[src/rtl/cpc_bus_pkg.sv]
// Shared types and constants for the CPC ROM bus master.
// Latency: n/a (declarations only).
// Backpressure: n/a (declarations only).
package cpc_bus_pkg;

   // Z80 machine-cycle states driven by the bus master
   typedef enum logic [2:0] {
      ST_IDLE = 3'd0,
      ST_T1   = 3'd1,
      ST_T2   = 3'd2,
      ST_TW   = 3'd3,
      ST_T3   = 3'd4
   } bus_state_e;

   // Request kinds carried on req_type
   localparam logic REQ_IOWR  = 1'b0;
   localparam logic REQ_MEMRD = 1'b1;

   // ROM-select I/O port; only A13 low is decoded by the gate array
   localparam logic [15:0] ROM_SEL_PORT = 16'hDF00;

   // A[15:14] values of the two internal ROM windows
   localparam logic [1:0] REGION_LOWER = 2'b00;
   localparam logic [1:0] REGION_UPPER = 2'b11;

   // Latched request
   typedef struct packed {
      logic        rtype;
      logic [15:0] addr;
      logic [7:0]  dat;
   } req_t;

   // True when addr falls in an enabled internal ROM window
   function automatic logic rom_region_hit(input logic [15:0] addr,
                                           input logic        lower_en,
                                           input logic        upper_en);
      return ((addr[15:14] == REGION_UPPER) && upper_en) ||
             ((addr[15:14] == REGION_LOWER) && lower_en);
   endfunction

endpackage

[src/rtl/cpc_rom_bus_master_if.sv]
// Z80-style CPC bus between the master and memory/IO/expansion side.
// Latency: n/a (wires only).
// Backpressure: READY low from the slave stretches the bus cycle.
interface cpc_rom_bus_master_if;

   logic [15:0] A;
   logic [7:0]  D_out;
   logic        D_oe;
   logic [7:0]  D_in;
   logic        MREQ_B;
   logic        IOREQ_B;
   logic        RD_B;
   logic        WR_B;
   logic        M1_B;
   logic        ROMEN_B;
   logic        READY;
   logic        ROMDIS;

   modport master (
      output A, D_out, D_oe, MREQ_B, IOREQ_B, RD_B, WR_B, M1_B, ROMEN_B,
      input  D_in, READY, ROMDIS
   );

   modport slave (
      input  A, D_out, D_oe, MREQ_B, IOREQ_B, RD_B, WR_B, M1_B, ROMEN_B,
      output D_in, READY, ROMDIS
   );

endinterface

[src/rtl/cpc_wait_timer.sv]
// Counts consecutive wait-state cycles and flags the last allowed one.
// Latency: expired_o is combinational on the current count (same cycle).
// Backpressure: none; the count clears whenever count_en_i drops.
module cpc_wait_timer #(
   parameter int TIMEOUT_CYCLES = 16   // must fit the 5-bit counter (1..31)
) (
   input  logic CLK,
   input  logic RESET_B,
   input  logic count_en_i,
   output logic expired_o
);

   logic [4:0] cnt_q;
   logic [4:0] cnt_d;

   // Count TW cycles while enabled, restart from zero otherwise
   always_comb begin
      cnt_d = 5'd0;
      if (count_en_i) begin
         cnt_d = cnt_q + 5'd1;
      end
   end

   // Counter register
   always_ff @(posedge CLK or negedge RESET_B) begin
      if (!RESET_B) begin
         cnt_q <= 5'd0;
      end else begin
         cnt_q <= cnt_d;
      end
   end

   // The current TW cycle is the TIMEOUT_CYCLES-th one: the count reaches the
   // limit at this edge, so the master gives up instead of waiting again.
   assign expired_o = count_en_i && (cnt_q == 5'(TIMEOUT_CYCLES - 1));

endmodule

[src/rtl/cpc_rom_bus_master.sv]
// Runs one Z80 bus cycle (memory read or ROM-select I/O write) per accepted request.
// Latency: read 4 cycles, I/O write 5 cycles from acceptance to rsp_valid, +1 per wait state.
// Backpressure: req_ready only in IDLE, no queueing; READY low inserts TW states.
// Optional: define CPC_WAIT_TIMEOUT_EN to abort a cycle after TIMEOUT_CYCLES wait states.
module cpc_rom_bus_master
   import cpc_bus_pkg::*;
#(
   parameter int TIMEOUT_CYCLES = 16
) (
   input  logic                        CLK,
   input  logic                        RESET_B,
   input  logic                        req_valid,
   output logic                        req_ready,
   input  logic                        req_type,
   input  logic [15:0]                 req_addr,
   input  logic [7:0]                  req_data,
   input  logic                        lower_rom_en,
   input  logic                        upper_rom_en,
   cpc_rom_bus_master_if.master        bus,
   output logic                        rsp_valid,
   output logic [7:0]                  rsp_data,
   output logic                        rsp_romdis,
   output logic                        rsp_err
);

   bus_state_e state_q;
   bus_state_e state_d;
   req_t       req_q;
   req_t       req_d;
   logic       rsp_valid_q;
   logic       rsp_valid_d;
   logic [7:0] rsp_data_q;
   logic [7:0] rsp_data_d;
   logic       rsp_romdis_q;
   logic       rsp_romdis_d;
   logic       rsp_err_q;
   logic       rsp_err_d;
   logic       tw_active;
   logic       tmo_expired;

   assign tw_active = (state_q == ST_TW);

`ifdef CPC_WAIT_TIMEOUT_EN
   cpc_wait_timer #(
      .TIMEOUT_CYCLES (TIMEOUT_CYCLES)
   ) u_wait_timer (
      .CLK        (CLK),
      .RESET_B    (RESET_B),
      .count_en_i (tw_active),
      .expired_o  (tmo_expired)
   );
`else
   // Without the timer a TW state waits for READY forever
   logic tmo_cfg_unused;
   assign tmo_cfg_unused = tw_active & (TIMEOUT_CYCLES != 0);
   assign tmo_expired    = 1'b0;
`endif

   // Next-state logic: request latch, T-state sequencing and response capture
   always_comb begin
      state_d      = state_q;
      req_d        = req_q;
      rsp_valid_d  = 1'b0;
      rsp_err_d    = 1'b0;
      rsp_data_d   = rsp_data_q;
      rsp_romdis_d = rsp_romdis_q;
      case (state_q)
         ST_IDLE: begin
            if (req_valid) begin
               req_d   = '{rtype: req_type, addr: req_addr, dat: req_data};
               state_d = ST_T1;
            end
         end
         ST_T1: begin
            state_d = ST_T2;
         end
         ST_T2: begin
            // I/O cycles always get the automatic Z80 wait state
            if ((req_q.rtype == REQ_IOWR) || !bus.READY) begin
               state_d = ST_TW;
            end else begin
               state_d = ST_T3;
            end
         end
         ST_TW: begin
            // A slave releasing READY on the last allowed TW still completes
            if (bus.READY) begin
               state_d = ST_T3;
            end else if (tmo_expired) begin
               state_d     = ST_IDLE;
               rsp_valid_d = 1'b1;
               rsp_err_d   = 1'b1;
            end
         end
         ST_T3: begin
            state_d     = ST_IDLE;
            rsp_valid_d = 1'b1;
            if (req_q.rtype == REQ_MEMRD) begin
               rsp_data_d   = bus.D_in;
               rsp_romdis_d = bus.ROMDIS;
            end
         end
         default: begin
            state_d = ST_IDLE;
         end
      endcase
   end

   // State, request and response registers
   always_ff @(posedge CLK or negedge RESET_B) begin
      if (!RESET_B) begin
         state_q      <= ST_IDLE;
         req_q        <= '0;
         rsp_valid_q  <= 1'b0;
         rsp_data_q   <= 8'h00;
         rsp_romdis_q <= 1'b0;
         rsp_err_q    <= 1'b0;
      end else begin
         state_q      <= state_d;
         req_q        <= req_d;
         rsp_valid_q  <= rsp_valid_d;
         rsp_data_q   <= rsp_data_d;
         rsp_romdis_q <= rsp_romdis_d;
         rsp_err_q    <= rsp_err_d;
      end
   end

   // Bus strobes decoded from the state so reset releases them immediately
   always_comb begin
      bus.A       = 16'h0000;
      bus.D_out   = 8'h00;
      bus.D_oe    = 1'b0;
      bus.MREQ_B  = 1'b1;
      bus.IOREQ_B = 1'b1;
      bus.RD_B    = 1'b1;
      bus.WR_B    = 1'b1;
      bus.M1_B    = 1'b1;
      bus.ROMEN_B = 1'b1;
      if (state_q != ST_IDLE) begin
         bus.A = req_q.addr;
         if (req_q.rtype == REQ_MEMRD) begin
            bus.MREQ_B  = 1'b0;
            bus.RD_B    = 1'b0;
            bus.ROMEN_B = !rom_region_hit(req_q.addr, lower_rom_en, upper_rom_en);
         end else begin
            bus.IOREQ_B = 1'b0;
            bus.WR_B    = 1'b0;
            bus.D_out   = req_q.dat;
            bus.D_oe    = 1'b1;
         end
      end
   end

   assign req_ready  = (state_q == ST_IDLE);
   assign rsp_valid  = rsp_valid_q;
   assign rsp_data   = rsp_data_q;
   assign rsp_romdis = rsp_romdis_q;
   assign rsp_err    = rsp_err_q;

endmodule

[src/flat_wrapper.sv]
// flat-port wrapper written by rule: the top's interface ports become plain ports
module cpc_rom_bus_master_flat import cpc_bus_pkg::*;
#(
   parameter int TIMEOUT_CYCLES = 16
)
  (CLK, RESET_B, req_valid, req_ready, req_type, req_addr, req_data, lower_rom_en, upper_rom_en, rsp_valid, rsp_data, rsp_romdis, rsp_err, bus_A, bus_D_out, bus_D_oe, bus_MREQ_B, bus_IOREQ_B, bus_RD_B, bus_WR_B, bus_M1_B, bus_ROMEN_B, bus_D_in, bus_READY, bus_ROMDIS);
  cpc_rom_bus_master_if bus_i ();
  input  logic CLK;
  input  logic RESET_B;
  input  logic req_valid;
  output logic req_ready;
  input  logic req_type;
  input  logic [15:0] req_addr;
  input  logic [7:0] req_data;
  input  logic lower_rom_en;
  input  logic upper_rom_en;
  output logic rsp_valid;
  output logic [7:0] rsp_data;
  output logic rsp_romdis;
  output logic rsp_err;
  output wire logic [$bits(bus_i.A)-1:0] bus_A;
  output wire logic [$bits(bus_i.D_out)-1:0] bus_D_out;
  output wire logic [$bits(bus_i.D_oe)-1:0] bus_D_oe;
  output wire logic [$bits(bus_i.MREQ_B)-1:0] bus_MREQ_B;
  output wire logic [$bits(bus_i.IOREQ_B)-1:0] bus_IOREQ_B;
  output wire logic [$bits(bus_i.RD_B)-1:0] bus_RD_B;
  output wire logic [$bits(bus_i.WR_B)-1:0] bus_WR_B;
  output wire logic [$bits(bus_i.M1_B)-1:0] bus_M1_B;
  output wire logic [$bits(bus_i.ROMEN_B)-1:0] bus_ROMEN_B;
  input wire logic [$bits(bus_i.D_in)-1:0] bus_D_in;
  input wire logic [$bits(bus_i.READY)-1:0] bus_READY;
  input wire logic [$bits(bus_i.ROMDIS)-1:0] bus_ROMDIS;
  assign bus_A = bus_i.A;
  assign bus_D_out = bus_i.D_out;
  assign bus_D_oe = bus_i.D_oe;
  assign bus_MREQ_B = bus_i.MREQ_B;
  assign bus_IOREQ_B = bus_i.IOREQ_B;
  assign bus_RD_B = bus_i.RD_B;
  assign bus_WR_B = bus_i.WR_B;
  assign bus_M1_B = bus_i.M1_B;
  assign bus_ROMEN_B = bus_i.ROMEN_B;
  assign bus_i.D_in = bus_D_in;
  assign bus_i.READY = bus_READY;
  assign bus_i.ROMDIS = bus_ROMDIS;
  cpc_rom_bus_master #(.TIMEOUT_CYCLES(TIMEOUT_CYCLES)) u_core (.CLK(CLK), .RESET_B(RESET_B), .req_valid(req_valid), .req_ready(req_ready), .req_type(req_type), .req_addr(req_addr), .req_data(req_data), .lower_rom_en(lower_rom_en), .upper_rom_en(upper_rom_en), .bus(bus_i), .rsp_valid(rsp_valid), .rsp_data(rsp_data), .rsp_romdis(rsp_romdis), .rsp_err(rsp_err));
endmodule
[config.mk]
export PLATFORM = sky130hd
export DESIGN_NAME = cpc_rom_bus_master_flat
export DESIGN_NICKNAME = d
export VERILOG_FILES = /design/src/rtl/cpc_bus_pkg.sv /design/src/rtl/cpc_rom_bus_master_if.sv /design/src/rtl/cpc_wait_timer.sv /design/src/rtl/cpc_rom_bus_master.sv /design/src/flat_wrapper.sv
export SDC_FILE = /design/constraint.sdc
export NUM_CORES = 1
export LEC_CHECK = 0
export CAP_MARGIN = 20
export CORE_ASPECT_RATIO = 0.8
export CORE_MARGIN = 1
export CORE_UTILIZATION = 36
export DETAILED_ROUTE_END_ITERATION = 8
export PLACE_DENSITY = 0.74
export SLEW_MARGIN = 20
export SYNTH_ARGS = -nofsm -noshare
export SYNTH_HDL_FRONTEND = slang
export SYNTH_SLANG_ARGS = --single-unit
[constraint.sdc]
create_clock -name CLK -period 1.6 [get_ports CLK]
set_clock_uncertainty 0.15 [all_clocks]
set_input_delay 0.32 -clock CLK [delete_from_list [all_inputs] [get_ports CLK]]
set_output_delay 0.32 -clock CLK [all_outputs]
set_load 0.005 [all_outputs]
## Yosys cells after proc, flatten, opt, wreduce, memory -nomap -nowiden

Cells that the tools add are included.

| storage, ports and cells | value |
|---|---|
| bits in registers | 38 |
| word-level logic and storage cells | 42 |

| operators by class | value |
|---|---|
| equality and inequality tests | 7 |
| muxes and demuxes | 15 |
| bitwise operators | 1 |
| reductions and logical operators | 12 |

Operators by type and width:

| cell | number |
|---|---|
| $mux W16 | 1 |
| $mux W8 | 2 |
| $pmux W3 S4 | 1 |
| $mux W3 | 3 |
| $mux W1 | 8 |
| $eq A3 B2 Y1 const B | 2 |
| $reduce_and A2 Y1 | 3 |
| $ne A2 B2 Y1 const B | 2 |
| $eq A3 B1 Y1 const B | 1 |
| $eq A3 B3 Y1 const B | 1 |
| $logic_not A3 Y1 | 1 |
| $reduce_bool A3 Y1 | 1 |
| $eq A2 B2 Y1 const B | 1 |
| $logic_and A1 B1 Y1 | 2 |
| $logic_not A1 Y1 | 2 |
| $logic_not A2 Y1 | 1 |
| $logic_or A1 B1 Y1 | 2 |
| $not A1 Y1 | 1 |

## Depth between registers and ports, before layout

| depth | value |
|---|---|
| depth in word-level cells | 6 |
| mapped depth | 4 |

## Worst setup path before layout

Ideal clock, no wire load.

| timing | value |
|---|---|
| path kind | register to output |
| from | register u_core.state_q[2] |
| to | output bus_A[10] |
| data arrival time | 1,266 ps |
| required time | 1,130 ps |
| setup slack | -136 ps |
| cell stages (with the launch flop) | 4 |
| cell sequence | dfrtp_1 > nor3_2 > clkbuf_1 > nor2b_1 |

| between the ends | value |
|---|---|
| longest elaborated chain between the ends | 2 |

RTL lines:

| what | RTL line | RTL |
|---|---|---|
| start: declaration | cpc_rom_bus_master.sv:26 | `bus_state_e state_q;` |
| start signal: assignment | cpc_rom_bus_master.sv:119 | `state_q <= state_d;` |
| $reduce_bool A3 Y1 | cpc_rom_bus_master.sv:139 | `if (state_q != ST_IDLE) begin` |
| $mux W16 | cpc_rom_bus_master.sv:139 |  |
| end: declaration | flat_wrapper.sv:21 | `output wire logic [$bits(bus_i.A)-1:0] bus_A;` |

Every way passes these cells.

## Final worst setup path

| timing | value |
|---|---|
| from | register u_core.state_q[2] |
| to | output bus_D_out[4] |

| between the ends | value |
|---|---|
| longest elaborated chain between the ends | 2 |

RTL lines:

| what | RTL line | RTL |
|---|---|---|
| $reduce_bool A3 Y1 | cpc_rom_bus_master.sv:139 |  |
| $mux W8 | cpc_rom_bus_master.sv:139 |  |
| end: declaration | flat_wrapper.sv:22 | `output wire logic [$bits(bus_i.D_out)-1:0] bus_D_out;` |

Every way passes these cells.

==> results <==
- At the worst endpoint, the arrival time is 1.49 ns.
- The total area inside the core boundary comes to 0.00434 sq mm.
- Clock-pin slew was measured on the worst setup and hold paths at 0.07 ns.
- TritonCTS created 5 clock buffers.
- The run finished, with violations left.
- The setup path with the least slack is of type flip-flop to primary output.
- The count of maximum capacitance violations is 0.
- The analysis attributes to cell leakage a power of 0.00132 uW.
- The area added between synthesis and finish is 68.5%.
- At the worst endpoint, the required time is 1.13 ns.
- By area the synthesized netlist is led by sky130_fd_sc_hd__dfrtp_1 (56%), sky130_fd_sc_hd__mux2_2 (22%), sky130_fd_sc_hd__nor2b_1 (6.3%).
- 0 antenna diodes ended up in the layout.
- The number of synthesized register bits is 38.
- After legalization and detailed placement, the total HPWL measured 3110 um.
- The count of nets left with antenna violations once routing finished came out at 0.
- The portion of the clock cycle consumed by the worst path in the final layout is 123%.
- The number of vias per cell is 4.72.
- The initial core utilization is 38.8%.
- Counting flops with an async set or reset pin after synthesis yields a share of 100%.
- Measured on the finished design, the core utilization comes to 65.5%.
- The min-delay analysis places its worst path in the category primary input to async pin.
- Summed over all layers, the routed wires come to 4360 um.
- The routed via count is 1340.
- The worst ir drop on vdd is 830 uV.
- Entering global routing, the biggest net connects 23 pins.
- The signal on the critical path passes through nor3_4 -> buf_6 -> buf_12 -> nor2_4 -> and2_1 -> buf_2.
- The final critical delay including setup and external delays is 1.96 ns.
- Global routing consumed, over all layers together, 20.0% of the routing resources.
- After floorplanning, the core was divided into 21 placement rows.
- Dividing total power by cell area gives a power density of 1910 mW/mm^2.
- The critical path endpoint category is a primary output.
- The global route total overflow is 0.
- The worst path setup slack after routing is -0.362 ns.
- The worst hold slack is 0.336 ns.
- The worst setup path is launched from a flip-flop.
- The area share of the largest cell type after synthesis is 56.5%.
- The die is 78.5 um wide.
- The most common cell in the synthesized netlist is sky130_fd_sc_hd__dfrtp_1.
- The most used flip-flop cell after synthesis is sky130_fd_sc_hd__dfrtp_1.
- For this design, the sink count on the clock tree is 38.
- The number of buffers between clock root and the deepest sink is 2.
- In this design, the stage delay of the slowest critical-path cell is 0.42 ns.
- In this run the vertical extent of the chip is 63.2 um.
- The total count of max-transition violations in the final report is 0.
- The fraction of the yosys area taken by sequential cells is 56.5%.
- For this run, the top clock speed supported by timing is 510 MHz.
- The final hold violation count came to 0.
- The number of ports placed on the die boundary is 83.
- Ranked by instance count, the synthesized netlist is headed by sky130_fd_sc_hd__dfrtp_1 (38), sky130_fd_sc_hd__mux2_2 (33), sky130_fd_sc_hd__nor2b_1 (17), sky130_fd_sc_hd__and2_1 (9).
- The final net count is 267.
- The detailed router finished its first iteration with 91 violations.
- The final reports fail on negative setup slack.
- Synthesis instantiated 23 different standard cells from the library.
- The later pin in the worst-skew pair is clocked with a latency of 0.29 ns.
- The number of antenna violations at the first check in global routing came to 0.
- The weighted congestion reported at the end of routability-driven placement is 0.796.
- For this run, the detailed router's first-pass iteration total came to 4.
- The number of nets handed over by synthesis was 166.
- In this run the mean area of a mapped cell was 13.4 sq um.
- Along the worst path, the maximum fanout reaches 5.
- The H-tree depth reported by CTS is 2.
- sky130_fd_sc_hd__dfrtp_1 takes more of the synthesized area than any other cell.
- The first-pass GRT wire length is 7360 um.
- The via count of the first global-routing pass is 1491.
- The floorplan die area is 0.00496 sq mm.
- During synthesis, Yosys emitted a total of 0 warnings.
- On the critical path, the stage with the largest delay is an instance of sky130_fd_sc_hd__dfrtp_1.
- The clock tree from TritonCTS is done.
- In the synthesized netlist, the number of instances is 126.
- Setup repair after global routing could not meet its margin everywhere.
- In the routed design, unresolved DRC markers number 0.
- Summing every instance area after synthesis gives 0.00168 sq mm.
- The total of endpoints with negative setup slack in the final report is 65.
- The number of I/O port buffers is 80.
- After filler insertion, the fill cell instance count of the layout stands at 348.
- Of the cells placed in the final design, the portion with a size suffix greater than 1 is 48.5%.
- The final routed wire length divided by cell count is 15.3 um.
- The root buffer cell is sky130_fd_sc_hd__clkbuf_8.
- The count of flip-flops with a built-in enable after synthesis is 0.
## layout by cell type (no fill, tap or decap), types with 2 or more instances in the layout
cell and n:
sky130_fd_sc_hd__mux2_2 33, sky130_fd_sc_hd__buf_6 10, sky130_fd_sc_hd__buf_2 25, sky130_fd_sc_hd__and2_4 4, sky130_fd_sc_hd__and2_1 5, sky130_fd_sc_hd__nor2_1 2
sky130_fd_sc_hd__clkdlybuf4s50_1 37, sky130_fd_sc_hd__dfrtp_2 2, sky130_fd_sc_hd__buf_12 5, sky130_fd_sc_hd__nor2b_4 2, sky130_fd_sc_hd__buf_4 9, sky130_fd_sc_hd__dfrtp_1 36
sky130_fd_sc_hd__clkbuf_8 6, sky130_fd_sc_hd__dlygate4sd2_1 10, sky130_fd_sc_hd__nor2b_1 15, sky130_fd_sc_hd__clkbuf_16 2, sky130_fd_sc_hd__conb_1 2, sky130_fd_sc_hd__nor2_4 3
## final timing paths
check                                endpoint              start  slack [ns]  cells after the start
max in group asynchronous    u_core.req_q[24]            RESET_B        0.50                      3
min in group CLK             u_core.req_q[15]   u_core.req_q[15]        0.34                      1
max reg2reg                  u_core.req_q[10]  u_core.state_q[2]       -0.31                      5
min                        u_core.rsp_data[2]            RESET_B        0.34                      2
min reg2reg                  u_core.req_q[15]   u_core.req_q[15]        0.34                      1
max                              bus_D_out[4]  u_core.state_q[2]       -0.36                      6
## power by group
part	leakage (uW)	internal [uW]	switching (uW)	total [uW]
registers	0.000459	1430	284	1710
logic	0.000805	1800	1080	2880
clock network	0.0000573	499	330	829
## sequential cells by signal, summed over array words and instances (netlist names)
register and count:
u_core.req_q 25, u_core.rsp_data 8, u_core.state_q 3, u_core.rsp_romdis 1, u_core.rsp_valid 1
## area by class of cell
| type | count | area [sq um] | share of cell area, % |
|---|---|---|---|
| timing repair buffer | 101 | 951 | 33.5 |
| tap | 57 | 71.3 | 2.51 |
| clock buffer | 6 | 82.6 | 2.91 |
| multi-input combinational | 79 | 742 | 26.1 |
| sequential | 38 | 953 | 33.6 |
| inverter | 2 | 7.51 | 0.265 |
| clock inverter | 1 | 30.0 | 1.06 |
## layer usage
metal / share of wire [%] / global-route usage, % / wire length (um) / up-vias
met5: 0 / 0 / 0 / -
met4: 1.7 / 9.03 / 76 / 0
met3: 5.3 / 5.07 / 229 / 7
met2: 53 / 35.0 / 2330 / 44
met1: 40 / 22.9 / 1720 / 668
li1: - / - / - / 621
## cells by family after synthesis
logic type	synth area share (%)
mux	22.7
flops	56.5
simple gates	14.8
buf+inv	4.09
compound gates	1.49
other cells	0.446
## critical path: cells and delay by family, from the launching register on
kind	cells	cell delay, ns
buffers and inverters	3	0.37
and+or+nand+nor	3	0.41
DFF	1	0.42
## through the flow
stage                     area (sq um)  total power (uW)  worst slack [ns]  TNS, ns  cells
final                             2840              5420            -0.362   -15.72    284
after detailed placement          2630              4500            -0.595   -19.68    267
after floorplan                   1700              2860            -0.110    -2.19    126
after CTS                         2790              5430            -0.358   -14.27    282
after global placement            2630              4370            -0.560   -17.38    267
after global routing              2840              5790            -0.417   -18.57    284
## repair_timing
item,4_1_cts,5_1_grt
gates cloned,2,2
setup buffers,5,1
pin swaps,13,2
gates resized for setup,161,6
setup endpoints to repair,74,66
hold buffers,1,0
endpoints found under the hold margin,16,0
(Power assumes the default switching activity.)
